<file path="config.mk">
export PLATFORM = sky130hd
export DESIGN_NAME = uart_rx_byte
export DESIGN_NICKNAME = d
export VERILOG_FILES = /design/src/rtl/uart_rx_byte.sv
export SDC_FILE = /design/constraint.sdc
export NUM_CORES = 1
export LEC_CHECK = 0
export CAP_MARGIN = 20
export CORE_ASPECT_RATIO = 1.25
export CORE_UTILIZATION = 55
export CTS_CLUSTER_DIAMETER = 60
export DETAILED_ROUTE_END_ITERATION = 6
export PLACE_DENSITY = 0.72
export SLEW_MARGIN = 20
export SYNTH_ARGS = -nofsm -noshare
export SYNTH_HDL_FRONTEND = slang
export SYNTH_SLANG_ARGS = --single-unit
</file>
<file path="constraint.sdc">
create_clock -name CLOCK -period 2.95 [get_ports CLOCK]
set_input_delay 0.295 -clock CLOCK [delete_from_list [all_inputs] [get_ports CLOCK]]
set_output_delay 0.295 -clock CLOCK [all_outputs]
set_load 0.01 [all_outputs]
</file>
<file path="src/rtl/uart_rx_byte.sv">
// uart_rx_byte: 8N1 UART receiver with a toggle handshake.
// Each good byte appears on data, and dataAvail inverts on the same edge.
// The consumer spots a new byte by comparing dataAvail with its own copy.
// A low stop bit raises a one-cycle frameErr. The receiver then ignores the
// line until it returns high, so a held break reports only one error.
module uart_rx_byte #(
  parameter int CLKS_PER_BIT = 434
) (
  input  logic       CLOCK,
  input  logic       reset,
  input  logic       RX,
  output logic [7:0] data,
  output logic       dataAvail,
  output logic       frameErr,
  output logic       busy
);

  localparam int CW = $clog2(CLKS_PER_BIT);
  localparam logic [CW-1:0] HALF_M1 = CW'(CLKS_PER_BIT / 2 - 1);
  localparam logic [CW-1:0] FULL_M1 = CW'(CLKS_PER_BIT - 1);

  typedef enum logic [2:0] {
    IDLE  = 3'd0,
    START = 3'd1,
    DATA  = 3'd2,
    STOP  = 3'd3,
    BRK   = 3'd4
  } state_t;

  state_t        state;
  logic          rx_meta;
  logic          rxs;
  logic [CW-1:0] clkCnt;
  logic [2:0]    bitIdx;
  logic [7:0]    shift;

  // Two-flop synchroniser. Both flops reset to the idle-high line level.
  always_ff @(posedge CLOCK or posedge reset) begin
    if (reset) begin
      rx_meta <= 1'b1;
      rxs     <= 1'b1;
    end else begin
      rx_meta <= RX;
      rxs     <= rx_meta;
    end
  end

  // Receive FSM. All outputs are registered, and busy follows the next state.
  always_ff @(posedge CLOCK or posedge reset) begin
    if (reset) begin
      state     <= IDLE;
      clkCnt    <= '0;
      bitIdx    <= '0;
      shift     <= '0;
      data      <= '0;
      dataAvail <= 1'b0;
      frameErr  <= 1'b0;
      busy      <= 1'b0;
    end else begin
      frameErr <= 1'b0;
      case (state)
        IDLE: begin
          if (!rxs) begin
            state  <= START;
            clkCnt <= '0;
            busy   <= 1'b1;
          end
        end
        // Check the start bit again at mid-bit, so a short low glitch is rejected.
        START: begin
          if (clkCnt == HALF_M1) begin
            clkCnt <= '0;
            if (!rxs) begin
              state  <= DATA;
              bitIdx <= '0;
            end else begin
              state <= IDLE;
              busy  <= 1'b0;
            end
          end else begin
            clkCnt <= clkCnt + 1'b1;
          end
        end
        // From mid start bit, each full bit period lands on the middle of the next bit.
        DATA: begin
          if (clkCnt == FULL_M1) begin
            clkCnt        <= '0;
            shift[bitIdx] <= rxs;
            if (bitIdx == 3'd7) state <= STOP;
            else                bitIdx <= bitIdx + 1'b1;
          end else begin
            clkCnt <= clkCnt + 1'b1;
          end
        end
        // Commit the byte only when framing is good. IDLE is entered at mid stop
        // bit, so a following start edge with no idle gap is still caught.
        STOP: begin
          if (clkCnt == FULL_M1) begin
            clkCnt <= '0;
            if (rxs) begin
              data      <= shift;
              dataAvail <= ~dataAvail;
              state     <= IDLE;
              busy      <= 1'b0;
            end else begin
              frameErr <= 1'b1;
              state    <= BRK;
            end
          end else begin
            clkCnt <= clkCnt + 1'b1;
          end
        end
        // Wait for the line to go high before looking for a new start bit.
        BRK: begin
          if (rxs) begin
            state <= IDLE;
            busy  <= 1'b0;
          end
        end
        default: begin
          state <= IDLE;
          busy  <= 1'b0;
        end
      endcase
    end
  end

endmodule

</file>
Word-level counts from Yosys, hierarchy flattened
Cells that the tools add are included.
{"block": "op_classes", "add_sub_neg": 2, "n_mul": 0, "div": 0, "magnitude_cmp": 2, "eq_ne": 15, "shift": 0, "mux": 29, "bitwise_logic": 2, "n_reduce_logical": 11}
{"op": "two-way mux 3 bit", "count": 11}
{"op": "two-way mux 9 bit", "count": 3}
{"op": "one-hot mux 9 bit (3 select lines)", "count": 1}
{"op": "!= test 2 bit, second input constant", "count": 8}
{"op": "one-hot mux 3 bit (5 select lines)", "count": 1}
{"op": "adder 9 x 1 -> 9 bit, second input constant", "count": 1}
{"op": "== test 9 x 8 -> 1 bit, second input constant", "count": 1}
{"op": "== test 9 bit, second input constant", "count": 1}
{"op": "bitwise mux 8 bit", "count": 1}
{"op": "two-way mux 1 bit", "count": 8}
{"op": "== test 3 x 2 -> 1 bit, second input constant", "count": 2}
{"op": "== test 3 bit, second input constant", "count": 2}
{"op": "one-hot mux 3 bit (2 select lines)", "count": 1}
{"op": "AND reduction 6 bit", "count": 1}
{"op": "one-hot mux 1 bit (5 select lines)", "count": 1}
{"op": "AND reduction 5 bit", "count": 1}
{"op": "less-than comparator 3 x 4 -> 1 bit, second input constant", "count": 1}
{"op": "AND reduction 2 bit", "count": 2}
{"op": "AND reduction 4 bit", "count": 1}
{"op": "adder 3 x 1 -> 3 bit, second input constant", "count": 1}
{"op": "demux 1 bit (select 3 bit)", "count": 1}
{"op": "== test 3 x 1 -> 1 bit, second input constant", "count": 1}
{"op": ">= comparator 3 x 1 -> 1 bit, second input constant", "count": 1}
{"op": "zero test 3 bit", "count": 1}
{"op": "other kinds (7)", "count": 8}
{"block": "totals", "register_bits": 36, "latch_bits": 0, "ram_bits": 0, "romBits": 0, "output_inout_bits": 11, "wordCells": 71, "memories": 0}

Logic depth before layout (Yosys ltp)
Gate-level depths: netlist (run 1).
{"block": "depth", "depth_word": 5, "mapped_depth": 7, "mapped_depth_nobuf": 6}

Worst setup path before layout (run 1)
OpenSTA, ideal clock, no wires.
{"block": "synth_timing", "path_kind": "register to register", "startpoint": "register clkCnt[0]", "endpoint": "register bitIdx[0]", "setup_ps": 125, "arrival_ps": 1614, "required_time_ps": 2825, "slack_ps": 1211, "stages_incl_launch_ff": 7, "n_path_buf": 0, "synth_period_minus_slack_ps": 1739, "path_cell_list": "dfrtp_1 > inv_1 > ha_1 > nor4b_1 > nand2_1 > o32a_4 > mux2_4"}
{"block": "synth_between", "elab_chain_cells": 3, "elab_cells_between_ends": 5, "cone_classes": "4 x eq/ne; 1 x reduce/logical"}
{"element": "from (decl)", "line": "33", "source": "logic [CW-1:0] clkCnt;"}
{"element": "from (signal assigned)", "line": "81", "source": "clkCnt <= clkCnt + 1'b1;"}
{"element": "from (signal assigned)", "line": "92", "source": "clkCnt <= clkCnt + 1'b1;"}
{"element": "from (signal assigned)", "line": "110", "source": "clkCnt <= clkCnt + 1'b1;"}
{"element": "== test 9 bit / == test 9 x 8 -> 1 bit (equally long branches)", "line": "86, 71"}
{"element": "!= test 2 bit (no line)"}
{"element": "AND reduction 5 bit (no line) *"}
{"element": "to (signal assigned)", "line": "90", "source": "else bitIdx <= bitIdx + 1'b1;"}
{"element": "to (decl)", "line": "34", "source": "logic [2:0] bitIdx;"}
Mark *: on every way between the ends. The rest lies on a longest branch, timed or not.
A chain may end at the register's enable or synchronous reset.

Worst setup path in the final report (run 1)
{"block": "layout_timing", "startpoint": "register state[0]", "endpoint": "register clkCnt[7]"}
{"block": "layout_between", "elab_chain_cells": 4, "elab_cells_between_ends": 9, "cone_classes": "4 x eq/ne; 1 x mux; 4 x reduce/logical"}
{"element": "from (decl)", "line": "30", "source": "state_t state;"}
{"element": "from (signal assigned)", "line": "51", "source": "state <= IDLE;"}
{"element": "from (signal assigned)", "line": "64", "source": "state <= START;"}
{"element": "from (signal assigned)", "line": "74", "source": "state <= DATA;"}
{"element": "== test 3 x 2 -> 1 bit", "line": "61", "source": "case (state)"}
{"element": "OR reduction 2 bit (no line)"}
{"element": "nonzero test 3 bit (no line)"}
{"element": "AND reduction 2 bit (no line)"}
Several ways; a longest one is shown, not always the timed one.

==> qor.txt, run 1 <==
initial antenna violation count: 0
critical path peak fanout: 12
Worst path max stage delay: 0.62 ns
Reg2Reg Setup Slack: 0.79 ns
Final Hold Vio Count: 0
minimum clock period: 2.16 ns
global-route wire length before repair: 6.00 mm
Pre-antenna DRT Iters: 6
Clock Sinks: 36
WP data required: 3.15 ns
critical path capture point type: flop
CP Buf/Inv Count: 0
DRT antenna net count: 0
sequential area share after synthesis: 48.6%
Root Buffer: clkbuf_8
hold-fix buffer count after cts: 0
CP startpoint kind: flop
via/cell ratio: 6.14
Yosys warnings: 0
height of the chip: 67.0 um
Register Area: 903 um^2
layout cells sized above 1: 21.1%
Non-Filler Instances: 222
crit-path leading delay family: compound AO/OA/AOI/OAI gates
total CTS buffers: 5
Post-synth ARST share: 100%
HP Class: primary input to async pin
Worst Slack Setup Final: 0.785 ns
fillers: 245
dpl hpwl: 2.59 mm
Critical path origin: state[0]$_DFFE_PP0P_
RSZ-0062 raised after global routing: no
R2R depth: 4
# Post-CTS Setup Buffers: 0
Slew Viols, Final: 0
footprint of the multi-input gates: 898 um^2
Clock Latency Late Sink: 0.29 ns
FF-to-FF Start: state[0]$_DFFE_PP0P_
Via Count: 1362
die area: 0.00362 mm^2
GRT Util Overall: 23.6%
num rows: 23
Worst Setup Path Type: flop to flop
post-synth cell types: 46
grt ovf: 0
Pleak: 0.000923 uW
number of port buffers: 13
PwrDens: 445 mW/mm^2
CTS HTree Levels: 2
Layout area overhead: 14.0%
Setup Total Neg Slack: 0 ns
vias in the first global route: 1320
GPL Wtd Cong: 0.866
Nets: 192
critical path, cell by cell: or3b_4 > a21oi_1 > nor2_2 > o211ai_1
EDFF count, synth: 0
largest net degree at the start of global routing: 18
Final period util: 73.4%
die width: 54.0 um
Relative slew margins: 48.3%
placed cells: 214
Diodes inserted: 0
Fmax achieved: 462 MHz
final WL: 3.63 mm
synthesized cell area: 0.00186 mm^2
Final setup violation count: 0
Syn Area/Cell: 10.9 um^2
DRT iter0 DRCs: 36
cell count after synthesis: 170
syn_nets: 178
CTS Buffer Depth: 2
I/O Pins: 14
Clk pin slew, worst setup/hold paths: 0.07 ns
Synth Register Bits: 36
Crit Reg-Reg Endpoint: clkCnt[7]$_DFFE_PP0P_
WP data arrival: 2.36 ns
maximum vdd drop: 0.286 mV
Main synth FF type: dfrtp_1
Clock Skew: 0.00554 ns
CP max-delay cell: a21oi_1
routed len/inst: 16.3 um
Slew @ Worst Pin: 0.775 ns
worst slack at placement: 0.828 ns
max cap viols: 0
DRC violations left: 0
status: complete, no violations
Initial Util: 57.7%
Resized cells post-CTS: 0
CTS tree: yes
Core Region: 0.00322 mm^2
==> per-stage QoR <==
stage | cell area [um^2] | utilization (%) | hold slack, ns | total power, uW
final | 2120 | 65.8 | 0.333 | 942
after floorplan | 1860 | - | 0.299 | 517
after detailed placement | 2010 | 62.3 | 0.349 | 526
after global placement | 2010 | 62.3 | 0.349 | 525
after global routing | 2120 | 65.8 | 0.364 | 976
after CTS | 2120 | 65.8 | 0.336 | 954
==> state kept, by name (all words and copies together) (netlist names) <==
name / cells
state: 3
frameErr: 1
clkCnt: 9
shift: 8
busy: 1
bitIdx: 3
rxs: 1
data: 8
rx_meta: 1
dataAvail: 1
==> Yosys cell counts, types with 2 or more instances <==
cell type / n / area share [%]
o21ai_0: 9 / 2.4
dfstp_2: 2 / 2.8
buf_2: 3 / 0.81
o31ai_1: 2 / 0.81
and4b_1: 2 / 1.1
a21o_1: 2 / 0.81
inv_1: 4 / 0.81
nand2_1: 19 / 3.8
nor3b_1: 2 / 0.81
nor4b_1: 2 / 0.94
nand3_1: 5 / 1.3
nor2_1: 9 / 1.8
o211ai_1: 7 / 2.8
ha_1: 5 / 3.4
dfrtp_1: 34 / 46
and2_1: 3 / 1.0
nand3b_1: 2 / 0.81
nor2b_1: 3 / 1.0
clkbuf_1: 3 / 0.61
mux2_2: 16 / 9.7
nor4_1: 2 / 0.67
a21oi_1: 5 / 1.3
mux2_4: 3 / 2.4
nor3_1: 4 / 1.1
==> worst reg2reg max path: cells and delay by family (launching register included) <==
kind	cells	cell delay, ns
AO/OA/AOI/OAI	2	0.86
AND/OR/NAND/NOR	2	0.68
flip-flops	1	0.55
==> routing by layer <==
| layer | track usage, % | part of all wire, % | wire length, um |
|---|---|---|---|
| met1 | 26.4 | 43 | 1560 |
| met2 | 41.0 | 51 | 1850 |
| met3 | 6.16 | 3.4 | 124 |
| met4 | 9.62 | 2.5 | 91 |
| met5 | 0 | 0 | 0 |
==> kinds of logic (layout without fill, tap and decap cells) <==
kind of cell	count (synthesis)	in the layout	share of synthesized area (%)
AO/OA/AOI/OAI	35	35	13.5
XOR/XNOR	1	1	0.471
adder cells (fa/ha/maj)	5	5	3.36
buffers and inverters	12	27	3.09
flip-flops	36	36	48.6
multiplexers	19	19	12.1
AND/OR/NAND/NOR	62	62	18.8
==> cells in the final DEF, fill, tap and decap left out, types with 2 or more instances in the layout <==
master and instances:
o21ai_0 9, inv_1 4, nand3b_1 2, nor4_1 2, and4b_1 2, nor3b_1 2, nor4b_1 2, mux2_4 3
ha_1 5, mux2_2 16, dfstp_2 2, o211ai_1 7, nand3_1 5, dfrtp_1 34, o31ai_1 2, nand2_1 19
buf_4 2, nor3_1 4, nor2b_1 3, a21oi_1 5, clkdlybuf4s50_1 13, and2_1 3, a21o_1 2, nor2_1 9
clkbuf_8 5
==> report_power, final <==
part	internal [uW]	leakage [uW]	switching, uW
combinational	4.76	0.000393	10.6
clock	250	0.0000541	177
sequential	496	0.000476	3.80
total	751	0.000923	192
==> worst max-delay path by stage <==
stage                            end  depth (start not counted)
2_1_floorplan  bitIdx[0]$_DFFE_PP0P_                          6
3_3_place_gp        busy$_DFFE_PP0P_                          6
3_5_place_dp   clkCnt[6]$_DFFE_PP0P_                          4
4_1_cts        clkCnt[5]$_DFFE_PP0P_                          4
5_1_grt        clkCnt[5]$_DFFE_PP0P_                          4
6_report       clkCnt[7]$_DFFE_PP0P_                          4
==> cell type report <==
cell class,instances,share of cell area (%)
timing repair buffer,15,6.85
multi-input combinational,122,42.4
tap,37,2.18
clock inverter,3,2.01
clock buffer,5,3.25
sequential,36,42.6
inverter,4,0.708
Power figures use the tool's default switching activity.
==> run 2: changes to the inputs <==
Settings changed: CORE_UTILIZATION 55 to 52, PLACE_DENSITY 0.72 to 0.71.
Clock period 2.95 ns to 1.9 ns, I/O delays scaled along.
==> run 2 against run 1 <==
Critical path type unchanged. Highest routed layer unchanged. Via count rose by 3.3%. Largest power group unchanged. Core utilization increased by 3.5 points. Power increased by 54%. Worst setup slack worse by 0.78 ns. Clock power rose by 54%. Critical path depth is 2 higher. Cell count increased by 7.7%. Non-clock buffer count increased by 17. Count of clock-buffer cells in the layout is 1 higher. Final area is 8.2% higher. First-iteration DRC count up 31%. Maximum frequency increased by 14%.
==> qor.txt, run 2 (synthesis gave the netlist of run 1 again) <==
final hold slack: 0.305 ns (-0.0273 ns)
Slew @ Worst Pin: 0.504 ns (-0.271 ns)
CP startpoint kind: flop
Pre-antenna DRT Iters: 4 (-2)
routed len/inst: 15.8 um (-3.1%)
number of port buffers: 13 (unchanged)
R2R depth: 6 (+2)
Placement Cell Area: 0.00211 mm^2 (+5.2%)
end of the critical path: bitIdx[0]$_DFFE_PP0P_
HP Class: primary input to async pin
Clock Skew: 0.00621 ns (+0.000667 ns)
Fmax achieved: 527 MHz (+14%)
final WL: 3.78 mm (+4.3%)
DRC violations left: 0 (unchanged)
critical path capture point type: flop
PwrDens: 635 mW/mm^2 (+43%)
grt ovf: 0 (unchanged)
largest registers: clkCnt (9), data (8), shift (8)
Clock Sinks: 36 (unchanged)
Final setup violation count: 0 (unchanged)
via/cell ratio: 5.89 (-4.0%)
DRT iter0 DRCs: 47 (+31%)
CTS HTree Levels: 2 (unchanged)
WP data arrival: 2.06 ns (-0.30 ns)
most frequent cells in the layout: dfrtp_1 (34), nand2_1 (19), buf_4 (19)
largest net degree at the start of global routing: 37 (+19)
Critical path origin: clkCnt[0]$_DFFE_PP0P_
Diodes inserted: 0 (unchanged)
Final Hold Vio Count: 0 (unchanged)
FF-to-FF Start: clkCnt[0]$_DFFE_PP0P_
final instance area: 0.00229 mm^2 (+8.2%)
Final period util: 99.9% (+27 points)
Final Util: 69.3% (+3.5 points)
minimum clock period: 1.90 ns (-0.267 ns)
Largest register FFs: 9 (unchanged)
Clock Latency Late Sink: 0.28 ns (about the same)
Non-Filler Instances: 239 (+7.7%)
Layout area overhead: 23.4%
DRT antenna net count: 0 (unchanged)
Nets: 209 (+8.9%)
layout cells sized above 1: 30.7% (+9.6 points)
placed cells: 228 (+6.5%)
Pleak: 0.00102 uW (+11%)
Top reg by flops: clkCnt
Via Count: 1407 (+3.3%)
GPL Wtd Cong: 0.777 (-10%)
Worst Setup Path Type: flop to flop
I/O Pins: 14 (unchanged)
dpl hpwl: 2.65 mm (+2.1%)
Clk pin slew, worst setup/hold paths: 0.07 ns (about the same)
initial antenna violation count: 0 (unchanged)
CTS tree: yes
Relative slew margins: 66.2% (+18 points)
max cap viols: 0 (unchanged)
CTS Buffer Depth: 2 (unchanged)
vias in the first global route: 1374 (+4.1%)
most common cell after layout, fill and taps aside: dfrtp_1
Reg2Reg Setup Slack: 0.002 ns (-0.78 ns)
num rows: 23 (unchanged)
GRT Util Overall: 21.2% (-2.4 points)
die width: 55.5 um (+2.7%)
Initial Util: 56.2% (-1.5 points)
maximum vdd drop: 0.510 mV (+78%)
total CTS buffers: 5 (unchanged)
Root Buffer: clkbuf_8
status: complete, no violations
Core Region: 0.00331 mm^2 (+2.7%)
die area: 0.00382 mm^2 (+5.6%)
WP data required: 2.07 ns (-1.08 ns)
Slew Viols, Final: 0 (unchanged)
height of the chip: 68.9 um (+2.8%)
critical path peak fanout: 4 (-8)
Crit Reg-Reg Endpoint: bitIdx[0]$_DFFE_PP0P_
global-route wire length before repair: 6.27 mm (+4.5%)
RSZ-0062 raised after global routing: yes
==> run 2: how the worst min path moves through the flow <==
stage	startpoint	endpoint	slack, ns	cells past startpoint
6_report	reset	data[7]$_DFFE_PP0P_	0.31	3
5_1_grt	RX	rx_meta$_DFF_PP1_	0.31	1
4_1_cts	RX	rx_meta$_DFF_PP1_	0.30	1
3_5_place_dp	rx_meta$_DFF_PP1_	rxs$_DFF_PP1_	0.35	0
3_3_place_gp	rx_meta$_DFF_PP1_	rxs$_DFF_PP1_	0.35	0
2_1_floorplan	RX	rx_meta$_DFF_PP1_	0.19	0
==> run 2: power by group <==
part / switching [uW] / internal, uW / total, uW / leakage (uW)
registers: 3.44 / 770 / 773 / 0.000476
clock network: 267 / 389 / 656 / 0.0000552
logic: 18.1 / 7.50 / 25.6 / 0.000489
==> run 2: layout make-up <==
cell class                 count  area [um^2]
fill                         251         1020
clock inverter                 2         35.0
tap                           37         46.3
clock buffer                   6         72.6
inverter                       4         15.0
sequential                    36          903
multi-input combinational    122          948
timing repair buffer          32          273
==> run 2: stage by stage <==
| step | setup WS (ns) | power (uW) | TNS (ns) |
|---|---|---|---|
| after CTS | 0.000227 | 1460 | 0 |
| after floorplan | 0.161 | 802 | 0 |
| after global routing | -0.0671 | 1490 | -0.312 |
| after detailed placement | 0.0171 | 815 | 0 |
| final | 0.00208 | 1460 | 0 |
| after global placement | 0.0403 | 814 | 0 |
==> run 2: metal layers <==
layer / routed length, um / track usage (%)
met1: 1600 / 24.7
met2: 2050 / 39.8
met3: 95 / 3.36
met4: 39 / 8.13
met5: 0 / 0
==> run 2: worst max-delay path, stage by stage (launching register included) <==
cell and delay, ns:
dfrtp_1 0.44, inv_1 0.12, ha_1 0.14, nor4b_2 0.29, nand2_1 0.14, o32a_4 0.35
mux2_4 0.30
==> run 2: timing repair <==
item                                   4_1_cts  5_1_grt
hold buffers                                 0        0
endpoints found under the hold margin        0        0
setup buffers                                0        3
gates resized for setup                      0       11
setup endpoints to repair                    0       26
